`src/rtl/ibf_issue_ctrl.sv`:
```
// Ingress scheduler for the inverse-butterfly extractor: buffers {mode,data} beats,
// issues mode MODE_LEAD cycles ahead of data and meters in-flight beats with credits.
module ibf_issue_ctrl #(
  parameter int DATA_WIDTH = 16,
  parameter int MODE_WIDTH = 2,
  parameter int NUM_MODES  = 3,
  parameter int FIFO_DEPTH = 4,
  parameter int MODE_LEAD  = 2,
  parameter int CREDITS    = 8
) (
  input  logic                  clk,
  input  logic                  rst_n,
  input  logic                  s_valid,
  output logic                  s_ready,
  input  logic [MODE_WIDTH-1:0] s_mode,
  input  logic [DATA_WIDTH-1:0] s_data,
  input  logic                  flush,
  input  logic                  cred_ret,
  output logic [MODE_WIDTH-1:0] mode_o,
  output logic                  dval_o,
  output logic [DATA_WIDTH-1:0] data_o,
  output logic                  err_mode,
  output logic                  err_cred,
  output logic [7:0]            drop_cnt,
  output logic [7:0]            credit_o
);
  localparam int AW  = $clog2(FIFO_DEPTH);
  localparam int PW  = AW + 1;
  localparam int EW  = MODE_WIDTH + DATA_WIDTH;
  localparam int DIW = PW + 1;
  localparam logic [7:0] CRED_INIT = 8'(CREDITS);

  typedef enum logic [1:0] {IDLE, RUN, FLUSH} state_t;
  state_t state_reg, state_next;

  // Reset asserts asynchronously but is released on a clock edge.
  logic [1:0] rst_sync_reg;
  logic       rst_sync_n;
  always_ff @(posedge clk or negedge rst_n) begin
    if (!rst_n) rst_sync_reg <= 2'b00;
    else        rst_sync_reg <= {rst_sync_reg[0], 1'b1};
  end
  assign rst_sync_n = rst_sync_reg[1];

  logic [EW-1:0]         fifo_mem [FIFO_DEPTH];
  logic [PW-1:0]         wr_ptr_reg, rd_ptr_reg, occ;
  logic                  fifo_empty, fifo_full;
  logic [EW-1:0]         rd_entry;
  logic [MODE_WIDTH-1:0] mode_reg;
  logic [MODE_LEAD-1:0]  pipe_vld_reg;
  logic [DATA_WIDTH-1:0] pipe_data_reg [MODE_LEAD];
  logic                  dval_reg, err_mode_reg, err_cred_reg;
  logic [DATA_WIDTH-1:0] data_reg;
  logic [7:0]            credit_reg, credit_next, drop_cnt_reg, drop_next;
  logic                  accept, mode_legal, flush_take, fifo_wr, issue, cred_over;
  logic [DIW-1:0]        drop_inc;
  logic [15:0]           drop_sum;

  assign occ        = wr_ptr_reg - rd_ptr_reg;
  assign fifo_empty = (wr_ptr_reg == rd_ptr_reg);
  assign fifo_full  = (wr_ptr_reg[AW-1:0] == rd_ptr_reg[AW-1:0]) &&
                      (wr_ptr_reg[AW] != rd_ptr_reg[AW]);
  assign rd_entry   = fifo_mem[rd_ptr_reg[AW-1:0]];

  assign s_ready    = rst_sync_n && (state_reg != FLUSH) && !fifo_full;
  assign accept     = s_valid && s_ready;
  assign mode_legal = (32'(s_mode) < 32'(NUM_MODES));
  assign flush_take = flush && (state_reg != FLUSH);
  // A legal beat handshaken on the flush edge is discarded along with the buffer.
  assign fifo_wr    = accept && mode_legal && !flush_take;
  assign issue      = (state_reg == RUN) && !fifo_empty && (credit_reg != 8'd0) && !flush_take;
  assign cred_over  = cred_ret && !issue && (credit_reg == CRED_INIT);

  assign drop_inc = (flush_take ? (DIW'(occ) + DIW'(accept && mode_legal)) : '0) +
                    DIW'(accept && !mode_legal);
  assign drop_sum  = {8'd0, drop_cnt_reg} + 16'(drop_inc);
  assign drop_next = (drop_sum > 16'd255) ? 8'hFF : drop_sum[7:0];

  always_comb begin
    credit_next = credit_reg;
    if (issue && !cred_ret)                  credit_next = credit_reg - 8'd1;
    else if (cred_ret && !issue && !cred_over) credit_next = credit_reg + 8'd1;
  end

  always_comb begin
    state_next = state_reg;
    case (state_reg)
      IDLE:    if (flush_take) state_next = FLUSH;
               else if (!fifo_empty || fifo_wr) state_next = RUN;
      RUN:     if (flush_take) state_next = FLUSH;
               else if (fifo_empty && !fifo_wr) state_next = IDLE;
      FLUSH:   if (pipe_vld_reg == '0) state_next = IDLE;
      default: state_next = IDLE;
    endcase
  end

  always_ff @(posedge clk) begin
    if (fifo_wr) fifo_mem[wr_ptr_reg[AW-1:0]] <= {s_mode, s_data};
  end

  always_ff @(posedge clk or negedge rst_sync_n) begin
    if (!rst_sync_n) begin
      state_reg    <= IDLE;
      wr_ptr_reg   <= '0;
      rd_ptr_reg   <= '0;
      mode_reg     <= '0;
      pipe_vld_reg <= '0;
      for (int i = 0; i < MODE_LEAD; i++) pipe_data_reg[i] <= '0;
      dval_reg     <= 1'b0;
      data_reg     <= '0;
      err_mode_reg <= 1'b0;
      err_cred_reg <= 1'b0;
      credit_reg   <= CRED_INIT;
      drop_cnt_reg <= '0;
    end else begin
      state_reg <= state_next;
      if (flush_take) begin
        wr_ptr_reg <= '0;
        rd_ptr_reg <= '0;
      end else begin
        if (fifo_wr) wr_ptr_reg <= wr_ptr_reg + 1'b1;
        if (issue)   rd_ptr_reg <= rd_ptr_reg + 1'b1;
      end
      if (issue) begin
        mode_reg         <= rd_entry[EW-1 -: MODE_WIDTH];
        pipe_data_reg[0] <= rd_entry[DATA_WIDTH-1:0];
      end
      // Beats already in the delay line keep moving through a flush.
      pipe_vld_reg[0] <= issue;
      for (int i = 1; i < MODE_LEAD; i++) begin
        pipe_vld_reg[i]  <= pipe_vld_reg[i-1];
        pipe_data_reg[i] <= pipe_data_reg[i-1];
      end
      dval_reg <= pipe_vld_reg[MODE_LEAD-1];
      if (pipe_vld_reg[MODE_LEAD-1]) data_reg <= pipe_data_reg[MODE_LEAD-1];
      err_mode_reg <= accept && !mode_legal;
      err_cred_reg <= cred_over;
      credit_reg   <= credit_next;
      drop_cnt_reg <= drop_next;
    end
  end

  assign mode_o   = mode_reg;
  assign dval_o   = dval_reg;
  assign data_o   = data_reg;
  assign err_mode = err_mode_reg;
  assign err_cred = err_cred_reg;
  assign drop_cnt = drop_cnt_reg;
  assign credit_o = credit_reg;
endmodule

```
`config.mk`:
```
export PLATFORM = sky130hd
export DESIGN_NAME = ibf_issue_ctrl
export DESIGN_NICKNAME = d
export VERILOG_FILES = /design/src/rtl/ibf_issue_ctrl.sv
export SDC_FILE = /design/constraint.sdc
export NUM_CORES = 1
export LEC_CHECK = 0
export BUFFER_PORTS_ARGS = -buffer_cell sky130_fd_sc_hd__buf_2
export CORE_UTILIZATION = 30
export CTS_BUF_LIST = sky130_fd_sc_hd__clkbuf_2
export DETAILED_ROUTE_END_ITERATION = 8
export PLACE_DENSITY = 0.45
export SKIP_LAST_GASP = 1
export SLEW_MARGIN = 20
export SYNTH_ARGS = -nofsm -noshare
export SYNTH_HDL_FRONTEND = slang
export SYNTH_SLANG_ARGS = --single-unit
```
`constraint.sdc`:
```
create_clock -name clk -period 6.2 [get_ports clk]
set_input_delay 0.31 -clock clk [delete_from_list [all_inputs] [get_ports clk]]
set_output_delay 0.31 -clock clk [all_outputs]
set_load 0.005 [all_outputs]
```
**Word-level counts from Yosys, hierarchy flattened**

Memories as Yosys holds them, arrays and structs flattened. A register that Yosys moved wholly into a read port is not among the register bits.
Index checks and enable logic that the tools add are counted.

- Equality and inequality tests: 10
- Mux-type cells: 16
- $lt $le $gt $ge: 2
- Add/subtract/negate cells: 8
- Reduce and logical (&&, ||, !) cells: 33

Operator list:

| cell | count |
|---|---|
| $mux W8 | 3 |
| $logic_and A1 B1 Y1 | 16 |
| $mux W3 | 4 |
| $mux W2 | 5 |
| $add A8 B4 Y9 | 1 |
| $gt A9 B8 Y1 const B | 1 |
| $logic_not A1 Y1 | 9 |
| $add A8 B1 Y8 const B | 1 |
| $eq A8 B4 Y1 const B | 1 |
| $reduce_bool A8 Y1 | 1 |
| $sub A8 B1 Y8 const B | 1 |
| $add A3 B1 Y3 const B | 2 |
| $pmux W2 S3 | 1 |
| $reduce_bool A2 Y1 | 3 |
| $add A3 B1 Y4 | 1 |
| $add A4 B1 Y4 | 1 |
| $logic_not A2 Y1 | 2 |
| $mux W4 | 1 |
| $ne A2 B2 Y1 const B | 2 |
| $eq A3 B3 Y1 | 1 |
| $ne A3 B2 Y1 const B | 1 |
| $ne A3 B3 Y1 const B | 1 |
| $reduce_and A3 Y1 | 1 |
| $sub A3 B3 Y3 | 1 |
| other kinds (7) | 8 |

- Memories: 1
- Bits of input ports: 23
- Bits in registers: 63
- RAM bits: 72

Memory list:

| name | words | width | read ports | clocked after Yosys merged registers in | wr ports | RTL line | text |
|---|---|---|---|---|---|---|---|
| fifo_mem | 4 | 18 | 1 | 1 | 1 | 45 | `logic [EW-1:0] fifo_mem [FIFO_DEPTH];` |

**Depth between registers and ports, before layout**

- Depth after elaboration: 12
- Mapped depth: 21
- Mapped depth without buffers: 20

**Least setup slack after synthesis**

OpenSTA, ideal clock, no wires.

- Path kind: register to register
- Start point: register rst_sync_reg[1]
- End point: register drop_cnt_reg[5], in the netlist drop_cnt[5]
- Arrival: 4.931 ns
- Stages on the path, launching flop included: 18
- Slack: 1.188 ns
- Setup time: 0.082 ns
- Period minus slack after synthesis: 5.012 ns
- Cells stage by stage: dfrtp_1 > o211a_1 > nand3_1 > inv_1 > ha_1 > and3_1 > ha_1 > nand2_1 > nor2_1 > xnor2_1 > nor2_1 > o21a_1 > ha_1 > nand2_1 > o21ai_0 > nand3_1 > and2_1 > a31oi_1

- Longest elaborated chain between the ends: 10

Ends and longest elaborated chain:

| element | RTL line | text |
|---|---|---|
| from (decl) | 37 | `logic [1:0] rst_sync_reg;` |
| from (signal assigned) | 41 | `else rst_sync_reg <= {rst_sync_reg[0], 1'b1};` |
| $logic_and A1 B1 Y1 (*) (2 in a row) | 65 | `assign s_ready = rst_sync_n && (state_reg != FLUSH) && !fifo_full;` |
| net s_ready | 14 | `output logic s_ready,` |
| $logic_and A1 B1 Y1 (*) | 66 | `assign accept = s_valid && s_ready;` |
| $logic_and A1 B1 Y1 | 74 | `assign drop_inc = (flush_take ? (DIW'(occ) + DIW'(accept && mode_legal)) : '0) +` |
| $add A3 B1 Y4 | 74 |  |
| $mux W4 | 74 |  |
| $add A4 B1 Y4 (*) | 74 |  |
| $add A8 B4 Y9 (*) | 76 | `assign drop_sum = {8'd0, drop_cnt_reg} + 16'(drop_inc);` |
| $gt A9 B8 Y1 | 77 | `assign drop_next = (drop_sum > 16'd255) ? 8'hFF : drop_sum[7:0];` |
| $mux W8 (*) | 77 |  |
| net drop_next[5] | 54 | `logic [7:0] credit_reg, credit_next, drop_cnt_reg, drop_next;` |
| to (signal assigned) | 139 | `drop_cnt_reg <= drop_next;` |
| to (decl) | 54 |  |

Mark *: on every way through the listed nets, which the timed path passes. The rest lies on a longest branch.
A chain may end at the register's enable or synchronous reset.

**Worst setup path after layout**

- Start point: register wr_ptr_reg[0]
- End point: register drop_cnt_reg[5], in the netlist drop_cnt[5]

- Longest elaborated chain between the ends: 12

Ends and longest elaborated chain:

| element | RTL line | text |
|---|---|---|
| from (decl) | 46 | `logic [PW-1:0] wr_ptr_reg, rd_ptr_reg, occ;` |
| from (signal assigned) | 121 | `if (fifo_wr) wr_ptr_reg <= wr_ptr_reg + 1'b1;` |
| $eq A2 B2 Y1 | 61 | `assign fifo_full = (wr_ptr_reg[AW-1:0] == rd_ptr_reg[AW-1:0]) &&` |
| $logic_and A1 B1 Y1 | 61 |  |
| $logic_not A1 Y1 | 65 |  |
| $logic_and A1 B1 Y1 | 65 |  |
| $logic_and A1 B1 Y1 | 66 |  |
| $logic_and A1 B1 Y1 | 74 |  |
| $add A3 B1 Y4 | 74 |  |
| $mux W4 | 74 |  |
| $add A4 B1 Y4 (*) | 74 |  |
| $add A8 B4 Y9 (*) | 76 |  |
| $gt A9 B8 Y1 | 77 |  |
| $mux W8 (*) | 77 |  |
| net drop_next[5] | 54 |  |

Marks and branches as above.

==> out/metrics.csv <==
metric,value,unit
"Cell Area, Synth",0.00627,mm2
first-pass GRT wire length,19500,um
clock-pin slew on the worst setup and hold paths,0.22,ns
Post-synth ARST share,52.9,%
Fmax,241,MHz
status,"complete, no violations",
slew margin rel.,28.1,%
CTS tree,yes,
# nets final,524,
Tcrit/Tclk final,66.9,%
Post-synth EDFFs,72,
post-CTS setup buffer count,0,
port bufs,60,
Vias/cell,4.48,
layout cells sized above 1,33.9,%
"top cells by area, synth","edfxtp_1 (35%), dfrtp_1 (32%), mux4_2 (6.5%)",
DRT Wirelength,11900,um
Root Driver,clkbuf_2,
Starting Density,30.8,%
Leak,3.23,nW
clock buffer depth,2,
"Distinct cells, synth",48,
Sink Count,153,
Synth-to-Final Area Change,18.5,%
H-tree depth,4,
DRC viols,0,
Worst EP required,6.86,ns
Synth top cells by count,"dfrtp_1 (80), edfxtp_1 (72), mux2_2 (35), ha_1 (22), mux4_2 (18)",
Placed Cells,703,
r2r setup slk,2.05,ns
critical path class,reg -> reg,
Final ANT Viol Nets,0,
Cell Pwr Density,326,mW/mm2
die width,147,um
I/O pin count,61,
cells after synthesis,378,
Worst R2R End,drop_cnt[5],
sequential fraction of the synthesis area,66.9,%
crit path max fanout,6,
syn_nets,426,
largest net degree at the start of global routing,72,
# setup viols final,0,
Worst R2R Path Depth,20,
most common cell in the netlist,dfrtp_1,
R2R Path Start,wr_ptr_reg[0],
vias in the first global route,3599,
initial antenna violation count,1,
die area,0.0215,mm2
crit path capture type,flip-flop,
max-cap viol count,0,
RSZ-0062 raised after global routing,false,
post-detail-place hpwl,7580,um
Tot GR Track Use,12.1,%
final setup TNS,0,ns
commonest register cell after synthesis,dfrtp_1,
core area,0.0204,mm2
row count,52,
Final Hold Fails,0,
Avg Synthesized Cell Area,16.6,um2
crit path launch type,flip-flop,
via count,3403,
die height,147,um
Initial DRC Count,169,
fin cells,760,
Synth Register Bits,153,
Clock Latency Late Sink,0.72,ns
global route overflow,0,
synth warn,0,
GP Congestion,0.742,
Yosys top cell by area,edfxtp_1,
Hold/Removal Path Class,reg -> async,
drt wl/cell,15.7,um
Fillers,1958,
Worst Max-Slew Pin Slew,1.08,ns
Max Slew Vio Count,0,
Detailed Routing Iterations Pass 1,4,
Period minus WS final,4.15,ns
Setup Skew,0.0337,ns
maximum vdd drop,0.101,mV
post-synth top area share,34.5,%
max reg flops,72,
Worst EP arrival,4.81,ns
Num CTS Buffers,17,
## worst max path at each step
stage | startpoint | to | slack (ns) | depth (start not counted)
6_report | wr_ptr_reg[0] | drop_cnt[5] | 2.05 | 20
5_1_grt | wr_ptr_reg[0] | drop_cnt[5] | 1.64 | 20
2_1_floorplan | rst_sync_reg[1] | drop_cnt[5] | 1.19 | 17
4_1_cts | wr_ptr_reg[0] | drop_cnt[5] | 2.03 | 20
3_3_place_gp | wr_ptr_reg[0] | drop_cnt[5] | 2.21 | 20
3_5_place_dp | wr_ptr_reg[0] | drop_cnt[5] | 2.09 | 20
## area by class of cell
class / instances / area, um2 / share of cell area (%)
multi-input cells: 200 / 1970 / 26.6
flip-flops and latches: 153 / 4190 / 56.5
diodes: 1 / 2.50 / 0.0337
clock inverters: 13 / 190 / 2.56
repair buffers: 88 / 571 / 7.69
inverters: 16 / 60.1 / 0.809
clock buffers: 19 / 95.1 / 1.28
well taps: 270 / 338 / 4.55
## power breakdown
part	switching, mW	total, mW	internal, mW
Combinational	0.202	0.450	0.248
Sequential	0.107	1.33	1.22
Clock	0.366	0.639	0.274
## layer usage
| layer | track usage [%] | share of wire [%] |
|---|---|---|
| met4 | 4.53 | 1.2 |
| met2 | 18.5 | 46 |
| met5 | 0 | 0 |
| met3 | 3.84 | 4.0 |
| met1 | 16.1 | 49 |
## worst max-delay path, stage by stage (launching register included)
cell,delay [ns]
dfrtp_1,0.43
inv_1,0.11
ha_1,0.33
nand2_1,0.11
o211a_1,0.26
nand3_1,0.19
inv_1,0.07
ha_1,0.26
and3_1,0.14
ha_1,0.19
nand2_1,0.06
nor2_1,0.11
xnor2_1,0.13
nor2_1,0.05
o21a_1,0.21
ha_1,0.29
nand2_1,0.05
o21ai_0,0.41
nand3_1,0.30
and2_1,0.24
a31oi_1,0.15
## through the flow
stage                     hold WS, ns  utilization [%]  worst slack (ns)  cell area, um2  power (mW)
after detailed placement        0.102             33.8              2.09            6890        1.80
after CTS                       0.164             36.4              2.03            7420        2.46
after global routing            0.167             36.5              1.64            7420        2.56
after floorplan                0.0144                -              1.19            6270        1.62
final                           0.159             36.5              2.05            7420        2.42
after global placement          0.101             33.8              2.21            6890        1.79
## cell usage in the layout, fill, tap and decap left out, types with 3 or more instances in the layout
| cell type | n |
|---|---|
| a21o_1 | 5 |
| a21oi_1 | 6 |
| and2_1 | 5 |
| and3_1 | 4 |
| buf_2 | 60 |
| buf_4 | 4 |
| bufinv_16 | 4 |
| clkbuf_2 | 19 |
| dfrtp_1 | 79 |
| dlygate4sd3_1 | 24 |
| edfxtp_1 | 72 |
| fa_1 | 3 |
| ha_1 | 22 |
| inv_1 | 16 |
| inv_6 | 3 |
| mux2_2 | 35 |
| mux2_4 | 4 |
| mux2i_1 | 5 |
| mux4_2 | 18 |
| nand2_1 | 17 |
| nand3_1 | 6 |
| nor2_1 | 13 |
| o21a_1 | 3 |
| o21ai_0 | 4 |
| xnor2_1 | 12 |
| xor2_1 | 4 |
## cells by family (layout without fill, tap and decap cells)
group	Yosys count	count (layout)	share of synthesized area, %
compound gates	32	32	3.65
xor+xnor	17	17	2.50
fa+ha+maj	25	25	5.35
buf+inv	25	136	1.74
flops	153	153	66.9
mux	63	63	14.7
other cells	1	2	0.0598
simple gates	62	62	5.13
## what timing repair did
action                                 CTS  global route
resized for setup                        0             0
endpoints found under the hold margin   82             0
hold buffers                            24             0
setup endpoints to repair                0             0
No activity file was read; power rests on OpenSTA's default activity.
